<file path="src/rtl/apb_master_pkg.sv">
// Shared constants for the APB command master: FSM state encoding and default timeout.
package apb_master_pkg;

    localparam logic [1:0] ST_IDLE   = 2'd0;
    localparam logic [1:0] ST_SETUP  = 2'd1;
    localparam logic [1:0] ST_ACCESS = 2'd2;
    localparam logic [1:0] ST_RESP   = 2'd3;

    localparam int DEFAULT_TIMEOUT_CYCLES = 16;

endpackage

</file>
<file path="src/rtl/apb_cmd_master.sv">
// Single-outstanding APB master: turns one command into one APB transfer and returns
// one response, with an optional wait-state timeout.
//
// state  | meaning
// IDLE   | cmd_ready high, waiting for a command
// SETUP  | PSEL=1, PENABLE=0 for one cycle
// ACCESS | PSEL=1, PENABLE=1 until PREADY or timeout
// RESP   | rsp_valid high, holding the response until rsp_ready
module apb_cmd_master
    import apb_master_pkg::*;
#(
    parameter int TIMEOUT_CYCLES = DEFAULT_TIMEOUT_CYCLES
) (
    input  logic        PCLK,
    input  logic        PRESETn,
    input  logic        cmd_valid,
    output logic        cmd_ready,
    input  logic        cmd_write,
    input  logic [9:0]  cmd_addr,
    input  logic [31:0] cmd_wdata,
    output logic        rsp_valid,
    input  logic        rsp_ready,
    output logic [31:0] rsp_rdata,
    output logic        rsp_err,
    output logic        rsp_timeout,
    output logic        PSEL,
    output logic        PENABLE,
    output logic        PWRITE,
    output logic [9:0]  PADDR,
    output logic [31:0] PWDATA,
    input  logic [31:0] PRDATA,
    input  logic        PREADY,
    input  logic        PSLVERR
);

    localparam int CNT_W = (TIMEOUT_CYCLES > 0) ? $clog2(TIMEOUT_CYCLES + 1) : 1;
    localparam int LAST  = (TIMEOUT_CYCLES > 0) ? TIMEOUT_CYCLES - 1 : 0;
    localparam logic [CNT_W-1:0] CNT_LAST = CNT_W'(LAST);
    localparam logic [CNT_W-1:0] CNT_SAT  = CNT_W'(TIMEOUT_CYCLES);

    logic [1:0]       state;
    logic [CNT_W-1:0] wait_cnt;
    logic             timeout_hit;

    assign cmd_ready = (state == ST_IDLE);
    assign rsp_valid = (state == ST_RESP);
    assign PSEL      = (state == ST_SETUP) || (state == ST_ACCESS);
    assign PENABLE   = (state == ST_ACCESS);

    // This cycle's PREADY=0 would bring the count to TIMEOUT_CYCLES.
    assign timeout_hit = (TIMEOUT_CYCLES > 0) && (wait_cnt == CNT_LAST);

    always_ff @(posedge PCLK or negedge PRESETn) begin
        if (!PRESETn) begin
            state       <= ST_IDLE;
            wait_cnt    <= '0;
            PWRITE      <= 1'b0;
            PADDR       <= '0;
            PWDATA      <= '0;
            rsp_rdata   <= '0;
            rsp_err     <= 1'b0;
            rsp_timeout <= 1'b0;
        end else begin
            case (state)
                ST_IDLE: begin
                    if (cmd_valid) begin
                        PWRITE <= cmd_write;
                        PADDR  <= cmd_addr;
                        PWDATA <= cmd_wdata;
                        state  <= ST_SETUP;
                    end
                end
                ST_SETUP: begin
                    wait_cnt <= '0;
                    state    <= ST_ACCESS;
                end
                ST_ACCESS: begin
                    if (PREADY) begin
                        // Read data is only meaningful for a successful read.
                        rsp_rdata   <= (PWRITE || PSLVERR) ? 32'd0 : PRDATA;
                        rsp_err     <= PSLVERR;
                        rsp_timeout <= 1'b0;
                        state       <= ST_RESP;
                    end else begin
                        if (wait_cnt != CNT_SAT) begin
                            wait_cnt <= wait_cnt + CNT_W'(1);
                        end
                        if (timeout_hit) begin
                            rsp_rdata   <= '0;
                            rsp_err     <= 1'b1;
                            rsp_timeout <= 1'b1;
                            state       <= ST_RESP;
                        end
                    end
                end
                ST_RESP: begin
                    if (rsp_ready) begin
                        state <= ST_IDLE;
                    end
                end
                default: state <= ST_IDLE;
            endcase
        end
    end

endmodule

</file>
<file path="config.mk">
export PLATFORM = sky130hd
export DESIGN_NAME = apb_cmd_master
export DESIGN_NICKNAME = d
export VERILOG_FILES = /design/src/rtl/apb_master_pkg.sv /design/src/rtl/apb_cmd_master.sv
export SDC_FILE = /design/constraint.sdc
export NUM_CORES = 1
export LEC_CHECK = 0
export BUFFER_PORTS_ARGS = -buffer_cell sky130_fd_sc_hd__buf_2
export CORE_MARGIN = 2
export CORE_UTILIZATION = 46
export CTS_CLUSTER_SIZE = 8
export DETAILED_ROUTE_END_ITERATION = 7
export GPL_TIMING_DRIVEN = 0
export HOLD_SLACK_MARGIN = 0.15
export PLACE_DENSITY = 0.8
export SETUP_SLACK_MARGIN = 0.3
export SLEW_MARGIN = 20
export SYNTH_ARGS = -nofsm -noshare
export SYNTH_HDL_FRONTEND = slang
export SYNTH_SLANG_ARGS = --single-unit
</file>
<file path="constraint.sdc">
create_clock -name PCLK -period 1.9 [get_ports PCLK]
set_input_delay 0.57 -clock PCLK [delete_from_list [all_inputs] [get_ports PCLK]]
set_output_delay 0.57 -clock PCLK [all_outputs]
set_load 0.005 [all_outputs]
</file>
==> impl_summary.txt, run 1 <==
----------------------------------------------------
[Outcome]
  Status ... finished clean

[Place]
  Weighted congestion at the end of routability-driven global placement ... 0.805
  HPWL after detailed placement ... between 5000 and 6000 microns
  Placed Instance Area ... approximately 0.0043 sq mm
  Placed Instances ... 482
  Port Buf Inserts ... between 150 and 200

[Global route]
  Wire length of the first global-routing pass ... about 12,000 microns
  Fraction of met2 tracks used by global routing ... around a third
  Fraction of met3 tracks used by global routing ... 4.20%
  Vias in the first global route ... approximately 2,500
  Routing layer with the top usage in global route ... met2
  Largest net degree at the start of global routing ... between 40 and 50
  GR Util All Layers ... 19.6%
  GR Layer Usage met1 ... 22.6%
  Global route total overflow ... 0
  Initial antenna violation count ... 0

[Floorplan]
  Die Area ... 0.00788 sq mm
  Width of the die ... 88.8 microns
  Die Span Y ... approximately 89 microns
  I/O pin cnt ... around 160
  Initial core utilization ... 48.1%
  Area inside the core boundary ... 0.00687 sq mm
  Standard-cell rows ... 30

[Synth]
  Sequential fraction of the synthesis area ... a little under two thirds
  Syn Nets ... 312
  Avg Cell Area, Syn ... roughly 15 sq um
  Number of library cell types mapped by synthesis ... 29
  Number of flip-flops and latches in the synthesized netlist ... 84
  Dominant cell type by area after synthesis ... sky130_fd_sc_hd__dfrtp_1
  Synthesized area ... between 0.003 and 0.004 sq mm
  Area share of the largest cell type after synthesis ... a little under two thirds
  Cell types with the largest area share after synthesis ... sky130_fd_sc_hd__dfrtp_1 (64%), sky130_fd_sc_hd__mux2_2 (15%), sky130_fd_sc_hd__a22o_1 (8.5%), sky130_fd_sc_hd__ha_1 (2.7%), sky130_fd_sc_hd__buf_2 (1.5%)
  Gate Count Post-Synth ... 224
  Ys Warns ... 0

[Critical path]
  Delay-heaviest family, CP ... flip-flops
  Element type at the critical path end ... output port
  Critical Path AT ... roughly 1.2 ns
  Depth of the worst register-to-register path ... 7
  Total stage count of the critical path ... 3
  Required arrival time at the worst endpoint ... 1.33 ns
  Worst reg2reg endpoint ... state[1]$_DFFE_PN0P_
  Maximum fanout encountered on the critical timing path ... 3
  Worst setup SP type ... register
  Slowest stage delay, CP ... 0.38 ns
  Cell with the largest stage delay on the worst path ... sky130_fd_sc_hd__dfrtp_1
  Reg-to-reg critical path startpoint ... wait_cnt[1]$_DFFE_PN0P_
  Critical path class ... register to output port
  Register-to-register path setup slack ... between 0.15 and 0.2 ns
  Count of buffering cells on the critical path with inverters included ... 2
  Worst path cell trace ... buf_4 -> ha_2 -> buf_2

[STA]
  Final number of max-transition violations ... 0
  Relative max-transition margin ... 67.2%
  Achievable Freq ... 572 MHz
  Transition time at the pin with the least slew margin ... a little under 0.5 ns
  Final count of negative-setup-slack endpoints ... 0
  Final Hold Violating Endpoints ... 0
  Clock Skew ... slightly below 0.01 ns
  Tcrit/Tclk final ... between 90% and 100%
  Fin Hold WS ... approximately 0.19 ns
  Setup repair after global routing missed its margin ... true
  Fin crit period ... roughly 1.7 ns

[Detailed routing]
  First DRT Iteration DRCs ... 67
  Total number of vias ... between 2,000 and 2,500
  WL final ... roughly 8000 microns
  Per-cell routed wire length ... 15.4 microns
  Via-per-instance ratio ... just under 5
  Number of remaining DRC errors ... 0
  First drt pass iteration count ... 4
  Number of nets with antenna violations after routing ... 0

[Layout]
  Share of the core filled with cells ... between 60% and 70%
  Final antenna diode count ... 0
  Fin cells ... around 510
  FILL cells ... just over 500
  Final cell area excluding filler cells ... 0.00465 sq mm
  Ratio of cells with drive above 1 in the final layout ... just over 60%
  Leading cell types in the layout, fill and taps excluded ... sky130_fd_sc_hd__buf_2 (159), sky130_fd_sc_hd__dfrtp_1 (84), sky130_fd_sc_hd__mux2_2 (43)
  Count of nets after finishing ... approximately 490
  Layout area overhead ... 40.7%
  Leading cell type in the layout, fill and taps excluded ... sky130_fd_sc_hd__buf_2

[CTS]
  Worst-case clock buffer depth ... 2
  Post-CTS clock slew at the launch and capture registers of the worst setup and hold paths ... approximately 0.080 ns
  Clock Sinks ... 84
  Insertion delay of the later-clocked pin in the worst-skew pair ... roughly 0.34 ns
  CTS hold repair buffers ... 0
  Clock tree from TritonCTS ... built
  Clock buffers created by TritonCTS ... 9
  CTS root buf ... sky130_fd_sc_hd__clkbuf_8
  Number of levels in the clock H-tree ... 3

[Power and ir drop]
  Post-layout total power ... 7.41 mW
  Maximum vdd drop ... between 0.8 and 0.9 mV
  Total power per unit cell area ... about 1600 mW/mm^2
  Leak Pwr ... around 2.4 nW

[Flow run]
  Max cap viols ... 0

[Min path]
  Worst min-delay path class ... primary input to asynchronous set/reset pin

----------------------------------------------------
==> flip-flops by register name, indices dropped and copies added, names as in the netlist <==
name         cells
wait_cnt         5
rsp_timeout      1
PWRITE           1
PADDR           10
PWDATA          32
rsp_err          1
state            2
rsp_rdata       32
==> report_power, final <==
group / total [mW] / switching [mW] / internal, mW
clock: 1.43 / 0.616 / 0.815
sequential: 3.03 / 0.400 / 2.63
combinational: 2.95 / 1.23 / 1.72
total: 7.41 / 2.25 / 5.16
==> worst register-to-register path: stages, from the launching register on <==
cell and delay, ns:
sky130_fd_sc_hd__dfrtp_1 0.37, sky130_fd_sc_hd__ha_2 0.19, sky130_fd_sc_hd__and3_4 0.19, sky130_fd_sc_hd__ha_4 0.16, sky130_fd_sc_hd__nor2_2 0.04, sky130_fd_sc_hd__a222oi_1 0.21
sky130_fd_sc_hd__buf_4 0.18, sky130_fd_sc_hd__mux2_4 0.29
==> worst max path at each step <==
stage	start	endpoint	slack, ns
CTS	state[1]$_DFFE_PN0P_	PSEL	0.14
finish	state[1]$_DFFE_PN0P_	PENABLE	0.15
global route	state[1]$_DFFE_PN0P_	PENABLE	0.1
global placement	PRESETn	PADDR[2]$_DFFE_PN0P_	-0.37
floorplan	wait_cnt[0]$_DFFE_PN0P_	state[1]$_DFFE_PN0P_	0.26
detailed placement	wait_cnt[0]$_DFFE_PN0P_	state[1]$_DFFE_PN0P_	0.06
==> cell families after synthesis <==
logic type	synth area share, %
compound gates	11.7
fa+ha+maj	2.65
buf+inv	3.10
flops	63.6
mux	15.0
simple gates	3.90
==> through the flow <==
| step | setup slack, ns | TNS [ns] |
|---|---|---|
| after floorplan | 0.261 | 0 |
| after global placement | -0.372 | -30.97 |
| after detailed placement | 0.0608 | 0 |
| after CTS | 0.141 | 0 |
| after global routing | 0.0958 | 0 |
| final | 0.152 | 0 |
==> layer usage <==
layer | wire, microns | part of all wire (%)
met1 | 2950 | 38
met2 | 4210 | 54
met3 | 425 | 5.5
met4 | 187 | 2.4
met5 | 0 | 0
==> Yosys cell counts, drive strengths merged <==
master / n
a21boi: 1
a21oi: 3
a222oi: 1
a22o: 32
a22oi: 1
a2bb2oi: 1
and3: 1
and4bb: 1
buf: 12
dfrtp: 84
ha: 7
inv: 10
mux2: 44
nand2: 4
nand4b: 1
nor2: 5
nor2b: 1
nor3: 1
nor3b: 1
nor4b: 1
o211ai: 3
o21ai: 3
o2bb2ai: 2
or3: 1
or3b: 2
or4: 1
==> layout make-up <==
cell class	count	area (sq um)	area share [%]
inverters	10	37.5	0.807
multi-input cells	118	1160	25.0
plain buffers	12	101	2.18
repair buffers	169	895	19.2
flip-flops and latches	84	2100	45.2
clock inverters	5	81.3	1.75
well taps	96	120	2.58
clock buffers	11	151	3.26
==> repair_timing <==
item / 4_1_cts / 5_1_grt
buffers inserted: 5 / 2
endpoints found under the hold margin: 0 / 0
gates resized for setup: 17 / 18
pin swaps: 4 / 2
endpoints found under the setup margin: 78 / 69
(Power assumes the default switching activity.)
==> run 2: changes to the inputs <==
--- a/config.mk
+++ b/config.mk
@@ -8,6 +8,7 @@
 export BUFFER_PORTS_ARGS = -buffer_cell sky130_fd_sc_hd__buf_2
 export CORE_MARGIN = 2
 export CORE_UTILIZATION = 46
+export CTS_BUF_LIST = sky130_fd_sc_hd__clkbuf_16
 export CTS_CLUSTER_SIZE = 8
 export DETAILED_ROUTE_END_ITERATION = 7
 export GPL_TIMING_DRIVEN = 0
==> run 2 against run 1 <==
Sequential power barely moved. Via count rose by 0.52%. Utilization rose by 0.93 points. Hold slack improved by 0.016 ns. Die area did not move. Critical path depth did not move. Combinational power barely moved. Critical endpoint is now PSEL.
==> impl_summary.txt, run 2 (synthesized netlist as in run 1, its figures left out) <==
----------------------------------------------------
[Outcome]
  Status ... finished clean

[CTS]
  CTS hold repair buffers ... 0 (unchanged)
  Clock buffers created by TritonCTS ... 9 (unchanged)
  Number of levels in the clock H-tree ... 3 (unchanged)
  Insertion delay of the later-clocked pin in the worst-skew pair ... 0.32 ns (-0.02 ns)
  Clock tree from TritonCTS ... built
  Post-CTS clock slew at the launch and capture registers of the worst setup and hold paths ... 0.06 ns (-0.02 ns)
  Worst-case clock buffer depth ... 2 (unchanged)
  CTS root buf ... sky130_fd_sc_hd__clkbuf_16
  Clock Sinks ... 84 (unchanged)

[Global route]
  Initial antenna violation count ... 0 (unchanged)
  Vias in the first global route ... 2,543 (+1.2%)
  Global route total overflow ... 0 (unchanged)
  Fraction of met2 tracks used by global routing ... 35.0% (+0.68 points)
  Fraction of met3 tracks used by global routing ... 4.10% (-0.093 points)
  GR Layer Usage met1 ... 22.8% (+0.17 points)
  GR Util All Layers ... 19.8% (+0.25 points)
  Wire length of the first global-routing pass ... 11,800 microns (+0.83%)
  Largest net degree at the start of global routing ... 48 (unchanged)
  Routing layer with the top usage in global route ... met2

[STA]
  Achievable Freq ... 581 MHz (+1.5%)
  Transition time at the pin with the least slew margin ... 0.496 ns (+0.00367 ns)
  Setup repair after global routing missed its margin ... true
  Final number of max-transition violations ... 0 (unchanged)
  Final Hold Violating Endpoints ... 0 (unchanged)
  Post-Route Setup TNS ... 0 ns (unchanged)
  Relative max-transition margin ... 67.0% (-0.24 points)
  Tcrit/Tclk final ... 90.7% (-1.3 points)
  Fin crit period ... 1.72 ns (-0.0253 ns)
  Clock Skew ... 0.00582 ns (-0.00380 ns)
  Final count of negative-setup-slack endpoints ... 0 (unchanged)

[Power and ir drop]
  Total power per unit cell area ... 1650 mW/mm^2 (+3.7%)
  Post-layout total power ... 7.79 mW (+5.1%)
  Leak Pwr ... 2.45 nW (+1.2%)
  Maximum vdd drop ... 0.864 mV (-1.8%)

[Min path]
  Worst min-delay path class ... primary input to asynchronous set/reset pin

[Critical path]
  Critical path class ... register to output port
  Total stage count of the critical path ... 3 (unchanged)
  Required arrival time at the worst endpoint ... 1.33 ns (about the same)
  Delay-heaviest family, CP ... flip-flops
  Count of buffering cells on the critical path with inverters included ... 2 (unchanged)
  Slowest stage delay, CP ... 0.37 ns (about the same)
  Depth of the worst register-to-register path ... 7 (unchanged)
  Element type at the critical path end ... output port
  Critical Path AT ... 1.15 ns (-0.03 ns)
  Worst setup SP type ... register
  Cell with the largest stage delay on the worst path ... sky130_fd_sc_hd__dfrtp_1
  Worst path cell trace ... inv_1 -> ha_4 -> buf_6
  Maximum fanout encountered on the critical timing path ... 2 (-1)

[Layout]
  Count of nets after finishing ... 492 (unchanged)
  Leading cell types in the layout, fill and taps excluded ... sky130_fd_sc_hd__buf_2 (159), sky130_fd_sc_hd__dfrtp_1 (84), sky130_fd_sc_hd__mux2_2 (43)
  Final cell area excluding filler cells ... 0.00471 sq mm (+1.4%)
  Layout area overhead ... 42.7%
  Leading cell type in the layout, fill and taps excluded ... sky130_fd_sc_hd__buf_2
  Ratio of cells with drive above 1 in the final layout ... 61.6% (-0.73 points)
  Final antenna diode count ... 0 (unchanged)
  Share of the core filled with cells ... 68.6% (+0.93 points)
  Top flop regs ... PWDATA x32, rsp_rdata x32, PADDR x10

[Place]
  Port Buf Inserts ... 161 (unchanged)
  HPWL after detailed placement ... 5800 microns (unchanged)
  Placed Instance Area ... 0.00426 sq mm (unchanged)
  Weighted congestion at the end of routability-driven global placement ... 0.805 (unchanged)

[Detailed routing]
  Number of remaining DRC errors ... 0 (unchanged)
  First DRT Iteration DRCs ... 72 (+7.5%)
  WL final ... 7780 microns (+0.17%)
  Per-cell routed wire length ... 15.4 microns (+0.17%)
  Via-per-instance ratio ... 4.96 (+0.52%)
  First drt pass iteration count ... 4 (unchanged)
  Total number of vias ... 2,506 (+0.52%)
  Number of nets with antenna violations after routing ... 0 (unchanged)

[Flow run]
  Max cap viols ... 0 (unchanged)

[Floorplan]
  Width of the die ... 88.8 microns (unchanged)
  Standard-cell rows ... 30 (unchanged)
  Initial core utilization ... 48.1% (unchanged)
  Die Area ... 0.00788 sq mm (unchanged)
  I/O pin cnt ... 162 (unchanged)
  Area inside the core boundary ... 0.00687 sq mm (unchanged)
  Die Span Y ... 88.8 microns (unchanged)

----------------------------------------------------
-- run 2: changes by cell type in the layout (fill, tap and decap cells not counted), moves of 2 or more --
cell	delta
sky130_fd_sc_hd__clkbuf_8	-11
sky130_fd_sc_hd__clkbuf_16	+9
sky130_fd_sc_hd__buf_6	-2
sky130_fd_sc_hd__clkinv_1	+2
-- run 2: layer usage --
layer / vias to the layer above / part of all wire (%)
li1: 1175 / -
met1: 1229 / 39
met3: 13 / 5.7
met5: - / 0
met2: 89 / 54
met4: 0 / 2.2
-- run 2: worst paths after layout --
| check | start | endpoint | slack [ns] |
|---|---|---|---|
| worst max register to register | wait_cnt[1]$_DFFE_PN0P_ | state[1]$_DFFE_PN0P_ | 0.18 |
| worst min-delay path | PRESETn | rsp_rdata[6]$_DFFE_PN0P_ | 0.20 |
| min in group PCLK | PRDATA[13] | rsp_rdata[13]$_DFFE_PN0P_ | 0.46 |
| worst max-delay path | state[1]$_DFFE_PN0P_ | PSEL | 0.18 |
| max in group asynchronous | PRESETn | PADDR[1]$_DFFE_PN0P_ | 1.10 |
| worst min register to register | PWDATA[14]$_DFFE_PN0P_ | PWDATA[14]$_DFFE_PN0P_ | 0.50 |
-- run 2: through the flow --
stage | std cells | hold WS [ns] | setup slack [ns]
after floorplan | 224 | 0.274 | 0.261
after global placement | 481 | 0.483 | -0.372
after detailed placement | 482 | 0.485 | 0.0608
after CTS | 504 | 0.214 | 0.165
after global routing | 505 | 0.235 | 0.112
final | 505 | 0.205 | 0.178
-- run 2: worst reg2reg max path, delay by kind of cell (launching register included) --
kind / cells / cell delay (ns)
flip-flops: 1 / 0.36
adder cells (fa/ha/maj): 2 / 0.32
multiplexers: 1 / 0.29
AND/OR/NAND/NOR: 2 / 0.24
AO/OA/AOI/OAI: 1 / 0.22
buffers and inverters: 1 / 0.18
-- run 2: power by group --
part | internal [mW] | total, mW | switching [mW]
Combinational | 1.72 | 2.93 | 1.22
Clock | 1.14 | 1.82 | 0.679
Sequential | 2.63 | 3.04 | 0.401
-- run 2: repair_timing --
action,in CTS,in global routing
setup buffers,6,1
gates resized for setup,15,13
pin swaps,3,2
endpoints found under the setup margin,78,70
-- run 2: final cells by class --
type	instances	area [sq um]
Buffer	12	87.6
Clock buffer	9	225
Clock inverter	7	88.8
Fill cell	518	2150
Inverter	10	37.5
Multi-Input combinational cell	118	1150
Sequential cell	84	2100
Tap cell	96	120
Timing Repair Buffer	169	901
==> run 3: changes to the inputs <==
--- a/config.mk
+++ b/config.mk
@@ -13,7 +13,7 @@
 export DETAILED_ROUTE_END_ITERATION = 7
 export GPL_TIMING_DRIVEN = 0
 export HOLD_SLACK_MARGIN = 0.15
-export PLACE_DENSITY = 0.8
+export PLACE_DENSITY = 0.81
 export SETUP_SLACK_MARGIN = 0.3
 export SLEW_MARGIN = 20
 export SYNTH_ARGS = -nofsm -noshare
==> run 3 against run 2 <==
Utilization grew 2.8 points. Flip-flop and latch count is the same. Design area grew 4.0%. Total power grew 5.1%. Fmax shrank 2.5%. Via count grew 3.8%. Clock skew grew 0.0010 ns. Non-clock buffer count grew 13. Routed wire length grew 6.1%. Largest cell class unchanged.
==> impl_summary.txt, run 3 (synthesized netlist as in run 1, its figures left out) <==
----------------------------------------------------
[STA]
  Clock Skew ... 0.00687 ns (+0.00105 ns)
  Fin Hold WS ... 0.285 ns (+0.0802 ns)
  Transition time at the pin with the least slew margin ... 0.701 ns (+0.206 ns)
  Setup repair after global routing missed its margin ... true
  Final Worst Setup Slack ... 0.133 ns (-0.0445 ns)
  Final count of negative-setup-slack endpoints ... 0 (unchanged)
  Achievable Freq ... 566 MHz (-2.5%)
  Fin crit period ... 1.77 ns (+0.0445 ns)
  Relative max-transition margin ... 53.2% (-14 points)
  Final Hold Violating Endpoints ... 0 (unchanged)
  Post-Route Setup TNS ... 0 ns (unchanged)
  Tcrit/Tclk final ... 93.0% (+2.3 points)
  Final number of max-transition violations ... 0 (unchanged)

[Floorplan]
  Area inside the core boundary ... 0.00687 sq mm (unchanged)
  Die Span Y ... 88.8 microns (unchanged)
  Initial core utilization ... 48.1% (unchanged)
  Width of the die ... 88.8 microns (unchanged)
  Standard-cell rows ... 30 (unchanged)
  Die Area ... 0.00788 sq mm (unchanged)
  I/O pin cnt ... 162 (unchanged)

[CTS]
  Insertion delay of the later-clocked pin in the worst-skew pair ... 0.33 ns (about the same)
  Clock tree from TritonCTS ... built
  Worst-case clock buffer depth ... 2 (unchanged)
  Post-CTS clock slew at the launch and capture registers of the worst setup and hold paths ... 0.06 ns (about the same)
  Clock Sinks ... 84 (unchanged)
  Number of levels in the clock H-tree ... 3 (unchanged)
  Clock buffers created by TritonCTS ... 9 (unchanged)
  CTS root buf ... sky130_fd_sc_hd__clkbuf_16
  CTS hold repair buffers ... 0 (unchanged)

[Critical path]
  Depth of the worst register-to-register path ... 6 (-1)
  Required arrival time at the worst endpoint ... 2.11 ns (+0.78 ns)
  Critical path class ... register to register
  Critical Path AT ... 1.98 ns (+0.83 ns)
  Worst path cell trace ... ha_2 -> and3_4 -> ha_4 -> nor2_2 -> a222oi_1 -> mux2_2
  Delay-heaviest family, CP ... multiplexers
  Worst setup SP type ... register
  Maximum fanout encountered on the critical timing path ... 3 (+1)
  Total stage count of the critical path ... 6 (+3)
  Slowest stage delay, CP ... 0.39 ns (+0.02 ns)
  Cell with the largest stage delay on the worst path ... sky130_fd_sc_hd__mux2_2
  Element type at the critical path end ... register
  Count of buffering cells on the critical path with inverters included ... 0 (-2)

[Detailed routing]
  Via-per-instance ratio ... 5.04 (+1.6%)
  Number of nets with antenna violations after routing ... 0 (unchanged)
  WL final ... 8260 microns (+6.1%)
  Number of remaining DRC errors ... 0 (unchanged)
  First DRT Iteration DRCs ... 85 (+18%)
  First drt pass iteration count ... 4 (unchanged)
  Total number of vias ... 2,601 (+3.8%)
  Per-cell routed wire length ... 16.0 microns (+3.9%)

[Flow run]
  Max cap viols ... 0 (unchanged)

[Power and ir drop]
  Post-layout total power ... 8.19 mW (+5.1%)
  Total power per unit cell area ... 1670 mW/mm^2 (+1.1%)
  Leak Pwr ... 2.54 nW (+3.7%)
  Maximum vdd drop ... 0.995 mV (+15%)

[Place]
  Weighted congestion at the end of routability-driven global placement ... 0.798 (-0.83%)
  HPWL after detailed placement ... 5720 microns (-1.3%)
  Placed Instance Area ... 0.00425 sq mm (-0.18%)
  Pre-CTS setup slack ... 0.0923 ns (+0.0315 ns)
  Port Buf Inserts ... 161 (unchanged)

[Global route]
  GR Util All Layers ... 20.3% (+0.48 points)
  Vias in the first global route ... 2,522 (-0.83%)
  Wire length of the first global-routing pass ... 12,200 microns (+3.2%)
  Initial antenna violation count ... 0 (unchanged)
  Global route total overflow ... 0 (unchanged)
  Largest net degree at the start of global routing ... 54 (+13%)

[Layout]
  Final antenna diode count ... 0 (unchanged)
  Ratio of cells with drive above 1 in the final layout ... 64.0% (+2.4 points)
  Final cell area excluding filler cells ... 0.00490 sq mm (+4.0%)
  Leading cell types in the layout, fill and taps excluded ... sky130_fd_sc_hd__buf_2 (156), sky130_fd_sc_hd__dfrtp_1 (84), sky130_fd_sc_hd__mux2_2 (44)
  Layout area overhead ... 48.4%
  Leading cell type in the layout, fill and taps excluded ... sky130_fd_sc_hd__buf_2
  Top flop regs ... PWDATA x32, rsp_rdata x32, PADDR x10
  Count of nets after finishing ... 505 (+2.6%)

[Outcome]
  Status ... finished clean

[Min path]
  Worst min-delay path class ... primary input to asynchronous set/reset pin

----------------------------------------------------
## run 3: changes by cell type in the layout (fill, tap and decap cells not counted), sizes merged
| cell | change |
|---|---|
| buf | +13 |
| clkinv | -1 |
| clkinvlp | -1 |
## run 3: through the flow
stage	std cells	utilization (%)
floorplan	224	-
global placement	481	61.6
detailed placement	482	61.9
CTS	505	68.8
global route	516	71.4
finish	516	71.4
## run 3: where the power goes
group          internal (mW)  switching [mW]
Clock                   1.13           0.673
Sequential              2.63           0.426
Combinational           1.97            1.35
## run 3: worst paths after layout
kind	startpoint	to	slack (ns)
max in group asynchronous	PRESETn	PWDATA[6]$_DFFE_PN0P_	0.99
min	PRESETn	rsp_rdata[2]$_DFFE_PN0P_	0.28
max reg2reg	wait_cnt[1]$_DFFE_PN0P_	state[1]$_DFFE_PN0P_	0.13
max	wait_cnt[1]$_DFFE_PN0P_	state[1]$_DFFE_PN0P_	0.13
min in group PCLK	PRDATA[15]	rsp_rdata[15]$_DFFE_PN0P_	0.45
min reg2reg	PWDATA[7]$_DFFE_PN0P_	PWDATA[7]$_DFFE_PN0P_	0.50
## run 3: layer usage
metal | vias to the layer above | GRT usage (%) | routed length, microns
met5 | - | 0 | 0
met1 | 1299 | 24.8 | 3260
met2 | 91 | 35.5 | 4460
met4 | 0 | 8.40 | 154
li1 | 1198 | - | -
met3 | 13 | 3.36 | 388
## run 3: final cells by class
class	instances	area, sq um
inverter	10	37.5
tap	96	120
fill	509	1970
clock buffer	9	225
sequential	84	2100
timing repair buffer	182	1040
multi-input combinational	118	1190
clock inverter	5	77.6
buffer	12	105
## run 3: timing repair
item,in CTS,in global routing
gates resized for setup,25,24
buffers inserted,9,10
endpoints found under the hold margin,0,0
setup endpoints to repair,80,42
pin swaps,4,11
cloned,0,1
